$ cat src/rtl/sdiv_seq.sv
// Sequential signed divider: 2W-bit dividend / W-bit divisor -> W-bit quotient and remainder.
// Restoring shift-subtract on magnitudes, with the signs and the range check applied afterwards.
module sdiv_seq #(
  parameter int W = 4
) (
  input  logic           clk,
  input  logic           rst,
  input  logic           start,
  input  logic [2*W-1:0] a,
  input  logic [W-1:0]   b,
  output logic [W-1:0]   q,
  output logic [W-1:0]   r,
  output logic           busy,
  output logic           done,
  output logic           ovf,
  output logic           dz
);

  typedef enum logic [2:0] {IDLE, PREP, DIV, FIX, DONE} state_t;

  localparam int CW = (W > 2) ? $clog2(W) : 1;
  localparam logic [W-1:0] QMAX_POS = W'((1 << (W - 1)) - 1);
  localparam logic [W-1:0] QMAX_NEG = W'(1 << (W - 1));

  state_t state, state_next;

  logic [2*W-1:0] a_l;
  logic [W-1:0]   b_l;
  logic           sa, sb, dz_l, pre_ovf;
  logic [W-1:0]   rem, sh, b_abs;
  logic [CW-1:0]  cnt;

  logic [2*W-1:0] abs_a;
  logic [W-1:0]   abs_b;
  logic [W+1:0]   trial;
  logic [W-1:0]   rem_shifted;
  logic           neg, range_ovf, fix_ovf;

  assign abs_a       = a_l[2*W-1] ? -a_l : a_l;
  assign abs_b       = b_l[W-1] ? -b_l : b_l;
  assign trial       = {1'b0, rem, sh[W-1]} - {2'b00, b_abs};
  assign rem_shifted = {rem[W-2:0], sh[W-1]};
  assign neg         = sa ^ sb;
  assign range_ovf   = neg ? (sh > QMAX_NEG) : (sh > QMAX_POS);
  assign fix_ovf     = pre_ovf | range_ovf;

  // State register
  always_ff @(posedge clk) begin
    if (rst) state <= IDLE;
    else     state <= state_next;
  end

  // Next-state logic
  always_comb begin
    state_next = state;
    case (state)
      IDLE: if (start) state_next = PREP;
      PREP: state_next = DIV;
      DIV:  if (cnt == CW'(W - 1)) state_next = FIX;
      FIX:  state_next = DONE;
      DONE: state_next = IDLE;
      default: state_next = IDLE;
    endcase
  end

  // Output logic
  always_comb begin
    busy = 1'b0;
    done = 1'b0;
    case (state)
      PREP, DIV, FIX: busy = 1'b1;
      DONE:           done = 1'b1;
      default: ;
    endcase
  end

  // Datapath
  always_ff @(posedge clk) begin
    if (rst) begin
      a_l     <= '0;
      b_l     <= '0;
      sa      <= 1'b0;
      sb      <= 1'b0;
      dz_l    <= 1'b0;
      pre_ovf <= 1'b0;
      rem     <= '0;
      sh      <= '0;
      b_abs   <= '0;
      cnt     <= '0;
      q       <= '0;
      r       <= '0;
      ovf     <= 1'b0;
      dz      <= 1'b0;
    end else begin
      case (state)
        IDLE: if (start) begin
          a_l <= a;
          b_l <= b;
        end
        PREP: begin
          sa      <= a_l[2*W-1];
          sb      <= b_l[W-1];
          dz_l    <= (b_l == '0);
          pre_ovf <= (b_l == '0) || (abs_a[2*W-1:W] >= abs_b);
          // Without pre-overflow the upper half is below |b|, so the first W steps of a
          // full 2W-step division would only yield zero quotient bits; start from there.
          rem     <= abs_a[2*W-1:W];
          sh      <= abs_a[W-1:0];
          b_abs   <= abs_b;
          cnt     <= '0;
        end
        DIV: begin
          if (!trial[W+1]) begin
            rem <= trial[W-1:0];
            sh  <= {sh[W-2:0], 1'b1};
          end else begin
            rem <= rem_shifted;
            sh  <= {sh[W-2:0], 1'b0};
          end
          cnt <= cnt + 1'b1;
        end
        FIX: begin
          ovf <= fix_ovf;
          dz  <= dz_l;
          if (fix_ovf) begin
            q <= '0;
            r <= '0;
          end else begin
            q <= neg ? -sh : sh;
            r <= sa ? -rem : rem;
          end
        end
        default: ;
      endcase
    end
  end

endmodule

$ cat config.mk
export PLATFORM = sky130hd
export DESIGN_NAME = sdiv_seq
export DESIGN_NICKNAME = d
export VERILOG_FILES = /design/src/rtl/sdiv_seq.sv
export SDC_FILE = /design/constraint.sdc
export NUM_CORES = 1
export LEC_CHECK = 0
export BUFFER_PORTS_ARGS = -buffer_cell sky130_fd_sc_hd__buf_2
export CAP_MARGIN = 20
export CORE_AREA = 10 10 83 85
export DETAILED_ROUTE_END_ITERATION = 8
export DIE_AREA = 0 0 93 95
export GPL_ROUTABILITY_DRIVEN = 0
export SKIP_CTS_REPAIR_TIMING = 1
export SYNTH_ARGS = -nofsm -noshare
export SYNTH_HDL_FRONTEND = slang
export SYNTH_SLANG_ARGS = --single-unit
$ cat constraint.sdc
create_clock -name clk -period 5.5 [get_ports clk]
set_clock_uncertainty 0.05 [all_clocks]
set_input_delay 0.275 -clock clk [delete_from_list [all_inputs] [get_ports clk]]
set_output_delay 0.275 -clock clk [all_outputs]
set_load 0.1 [all_outputs]
# After elaboration in Yosys (flattened, before gate mapping)
# Index checks and enable logic that the tools add are counted.
# W data, S select, Z words.
[totals]
regBits = 43
latch_bits = 0
ram_bits = 0
rom_bits = 0
input_bits = 15
elab_cells = 57
mem_count = 0
[classes]
n_addsub = 6
mul = 0
div = 0
order_cmp = 3
eq_ne = 7
shifts = 0
muxes = 17
n_bitwise = 2
n_reduce_logical = 7
[op_table]
columns = ["op", "n"]
rows = [
  ["$mux W4", 6],
  ["$pmux W4 S2", 2],
  ["$neg A4 Y4", 3],
  ["$pmux W3 S4", 1],
  ["$mux W8", 1],
  ["$neg A8 Y8", 1],
  ["$eq A3 B2 Y1 const B", 2],
  ["$mux W3", 2],
  ["$sub A5 B4 Y6", 1],
  ["$ge A4 B4 Y1", 1],
  ["$gt A4 B3 Y1 const B", 1],
  ["$gt A4 B4 Y1 const B", 1],
  ["$logic_not A4 Y1", 1],
  ["$mux W1", 4],
  ["$ne A2 B2 Y1 const B", 2],
  ["$pmux W2 S2", 1],
  ["$reduce_and A2 Y1", 2],
  ["$eq A3 B1 Y1 const B", 1],
  ["$eq A3 B3 Y1 const B", 1],
  ["$logic_not A3 Y1", 1],
  ["$reduce_or A3 Y1", 1],
  ["$add A2 B1 Y2 const B", 1],
  ["$eq A2 B2 Y1 const B", 1],
  ["$reduce_bool A2 Y1", 1],
  ["3 further kinds", 3],
]

# Depth between registers and ports, before layout
[logic_depth]
word_depth = 4
mapped_depth = 11
mapped_depth_nobuf = 11

# Least setup slack after synthesis
# Ideal clock, no wire load.
[synth_timing]
kind = "register -> output"
from = "register state[1]"
to = "output port busy"
t_arrival_ns = 1.790
path_slack_ns = 3.385
path_stages_with_launch = 4
n_path_buf = 1
path_cell_list = "dfxtp_1 > buf_2 > nor2_1 > nor2_1"
[synth_between]
elab_chain_cells = 3
[synth_rtl]
columns = ["element", "line_no", "text"]
rows = [
  ["start: declaration", "25", "state_t state, state_next;"],
  ["start signal: assignment", "50", "else state <= state_next;"],
  ["$eq A3 B2 Y1 or $eq A3 B1 Y1 (tied branches)", "70", "case (state)"],
  ["$reduce_or A3 Y1 (*)", "70", ""],
  ["$mux W1 (*)", "70", ""],
  ["end: declaration", "13", "output logic busy,"],
]
# Mark *: on every way between the ends. The rest lies on a longest branch, timed or not.

# Final worst setup path
[layout_timing]
from = "register a_l[0]"
to = "register pre_ovf"
[layout_between]
elab_chain_cells = 4
[layout_rtl]
columns = ["element", "line_no", "text"]
rows = [
  ["start: declaration", "27", "logic [2*W-1:0] a_l;"],
  ["start signal: assignment", "80", "a_l <= '0;"],
  ["start signal: assignment", "97", "a_l <= a;"],
  ["$neg A8 Y8", "39", "assign abs_a = a_l[2*W-1] ? -a_l : a_l;"],
  ["$mux W8", "39", ""],
  ["$ge A4 B4 Y1", "104", "pre_ovf <= (b_l == '0) || (abs_a[2*W-1:W] >= abs_b);"],
  ["$logic_or A1 B1 Y1", "104", ""],
  ["end signal: assignment", "104", ""],
  ["end: declaration", "29", "logic sa, sb, dz_l, pre_ovf;"],
]
# No other way between the ends.
# A chain may end at the register's enable or synchronous reset.

==> flow_summary.ini <==
[synthesis]
synthAdderAreaFrac_pct = 8.00
synth_area_leader_cell = dfxtp_1
synth_area_mm2 = 0.00228
synth_seq_cells = 43
synth_top_family_by_area = simple AND/OR/NAND/NOR gates
yosysTopAreaCellShare_pct = 37.7
yosysWarnings = 0
syn-num-nets = 307
netlist_instances = 278
yosys-mux-area-fraction_pct = 2.25
async_flop_share_pct = 0
synth-simple-area-share_pct = 22.4
synth_cell_types = 41
synth_compound_area_share_pct = 18.1
synth_edf_count = 0
synth_area_leaders = dfxtp_1, nand2_1, a21oi_1
synth_ff_type = dfxtp_1
synth_area_per_cell_um2 = 8.21
synth_xor_area_share_pct = 5.37
synth-seq-area-share_pct = 37.7

[timing]
min_period_ns = 2.07
setup_slack_ns = 3.43
hold_viol_final = 0
rsz0062_at_grt = no
fmax_mhz = 484
tns_ns = 0
worst_pin_slew_ns = 0.836
hold-worst-slack_ns = 0.154
slew_violations = 0
min_period_over_period_pct = 37.6
setup_violations = 0
slew-limit-headroom_pct = 44.0

[worst_setup_path]
crit_chain = inv_1, ha_1, inv_1, o31ai_1, xor2_1, ha_1, nand2b_1, a21oi_1, nor2b_1, o21ai_0, a211oi_1
crit_type = reg2reg
arrival_ns = 2.16
cpLargestDelayFamily = compound AO/OA/AOI/OAI gates
r2r_end = pre_ovf$_SDFFE_PP0P_
r2r_cells = 11
critical_path.max_fanout = 4
endpoint_kind = register
cpPeakStageDelay_ns = 0.34
start_kind = register
critical_path_buf_inv_count = 2
required_ns = 5.60
crit_start = a_l[0]$_SDFFE_PP0P_
r2r_slack_ns = 3.43
worstReg2RegStart = a_l[0]$_SDFFE_PP0P_
cp_slowest_cell = dfxtp_1

[clock_network]
root_buffer = clkbuf_8
clock_sinks = 43
cts.path.max_buffers = 2
cts_buffers = 5
clk_latency_ns = 0.30
cts_tree = yes
htree_levels = 2
clk_pin_slew_ns = 0.08

[global_route]
overflow = 0
grt_usage_pct = 11.6
antenna_found_initial = 0
grt_pass1_vias = 1829
grt_pass1_wl_um = 8380
grt_max_degree = 44

[placed_design]
dpl.hpwl_um = 3630
io_buffers = 26
place_ws_ns = 3.43

[worst_hold_path]
hp-class = in2reg
hp-start = a[6]
whs_endpoint = a_l[6]$_SDFFE_PP0P_
whs_path_depth = 3

[finish]
synthToLayoutAreaGrowth_pct = 11.3
layout-drive-gt1-share_pct = 15.9
layout.nets = 324
fillers = 583
insertedDiodeCount = 0

[power_and_ir_drop]
p_leak_nw = 0.975
power_density_mw_per_mm2 = 285
vdd_ir_drop_max_mv = 0.128
report.power.total_mw = 0.723

[outcome]
outcome = finished clean

[drt]
routed_wl_um = 4930
ant_nets = 0
wire_per_inst_um = 13.4
via_per_inst = 5.15
via_count = 1895
drt_iter0_markers = 144
drc = 0
first_pass_iters = 4

[floorplanning]
design.core.area_mm2 = 0.00534
die_area_mm2 = 0.00884
die_w_um = 93
io_pins = 27
fp.dieH_um = 95
initial_core_util_pct = 42.8
rows = 27

[run]
cap_violations = 0
metrics by stage:
stage          util (%)  cells  instance area, um2
6_report           47.6    368                2540
5_1_grt            47.6    368                2540
4_1_cts            47.5    367                2530
3_5_place_dp       45.6    359                2430
3_3_place_gp       45.6    359                2430
2_1_floorplan         -    278                2280
worst min-delay path: stages:
cell	delay (ns)
buf_2	0.09
nand2_1	0.04
a21oi_1	0.05
sequential cells by signal, indices dropped and copies added, names as in the netlist:
signal and cells:
a_l 8, r 4, b_abs 4, q 4
sa 1, sb 1, sh 4, pre_ovf 1
dz_l 1, b_l 4, rem 4, cnt 2
ovf 1, state 3, dz 1
cell usage in the layout, fill, tap and decap left out, types with 2 or more instances in the layout:
cell | Yosys | routed
o21ai_0 | 9 | 9
clkbuf_8 | 0 | 7
inv_1 | 17 | 17
nand3b_1 | 4 | 4
xnor2_1 | 10 | 10
a21oi_1 | 33 | 33
xor2_1 | 4 | 4
ha_1 | 13 | 13
nor2_1 | 18 | 18
mux2i_1 | 4 | 4
nand2_1 | 51 | 51
nor2b_1 | 4 | 4
o21ai_1 | 2 | 2
a211oi_1 | 4 | 4
nand2b_1 | 5 | 5
a222oi_1 | 3 | 3
buf_2 | 7 | 26
nand3_1 | 7 | 7
nor3_1 | 2 | 2
a22oi_1 | 4 | 4
nor3b_1 | 2 | 2
dfxtp_1 | 43 | 43
o31ai_1 | 3 | 3
power by group:
group          total [mW]  switching [mW]  internal [mW]
clock network       0.222           0.107          0.115
registers           0.349          0.0214          0.328
logic               0.152          0.0938         0.0584
logic make-up (layout without fill, tap and decap cells):
group	Yosys count	count (layout)
and+or+nand+nor	103	103
AOI/OAI and AO/OA	64	64
DFF	43	43
buffers and inverters	35	53
adders and majority gates	14	14
xor gates and xnor gates	14	14
muxes	5	5
worst max path at each step:
stage | cells after the start | slack [ns] | end
floorplan | 3 | 3.38 | busy
global placement | 11 | 3.45 | pre_ovf$_SDFFE_PP0P_
finish | 11 | 3.43 | pre_ovf$_SDFFE_PP0P_
detailed placement | 11 | 3.43 | pre_ovf$_SDFFE_PP0P_
CTS | 11 | 3.41 | pre_ovf$_SDFFE_PP0P_
global route | 11 | 3.20 | pre_ovf$_SDFFE_PP0P_
cells in the mapped netlist, drive strengths merged (2+ instances only):
library cell,n
a222oi,3
nor2b,4
nor3,2
nor4,2
mux2i,4
a21oi,34
xor2,4
xnor2,10
nand2,51
nor3b,3
buf,7
a211oi,4
o21ai,11
a22oi,4
nor2,18
inv,17
nand3,7
ha,13
nand2b,5
nand3b,4
o31ai,4
dfxtp,43
clkbuf,11
layer usage:
layer | vias to the layer above | GRT usage (%) | share of wire [%]
li1 | 978 | - | -
met1 | 872 | 14.1 | 46
met2 | 37 | 19.3 | 49
met3 | 8 | 3.57 | 3.9
met4 | 0 | 3.73 | 1.1
met5 | - | 0 | 0
cell type report:
cell class	count	area (um2)	share of cell area, %
well taps	72	90.1	3.55
multi-input cells	200	1280	50.4
clock buffers	8	100	3.94
inverters	17	63.8	2.51
repair buffers	28	145	5.71
flip-flops and latches	43	861	33.9
Power figures use the tool's default switching activity.
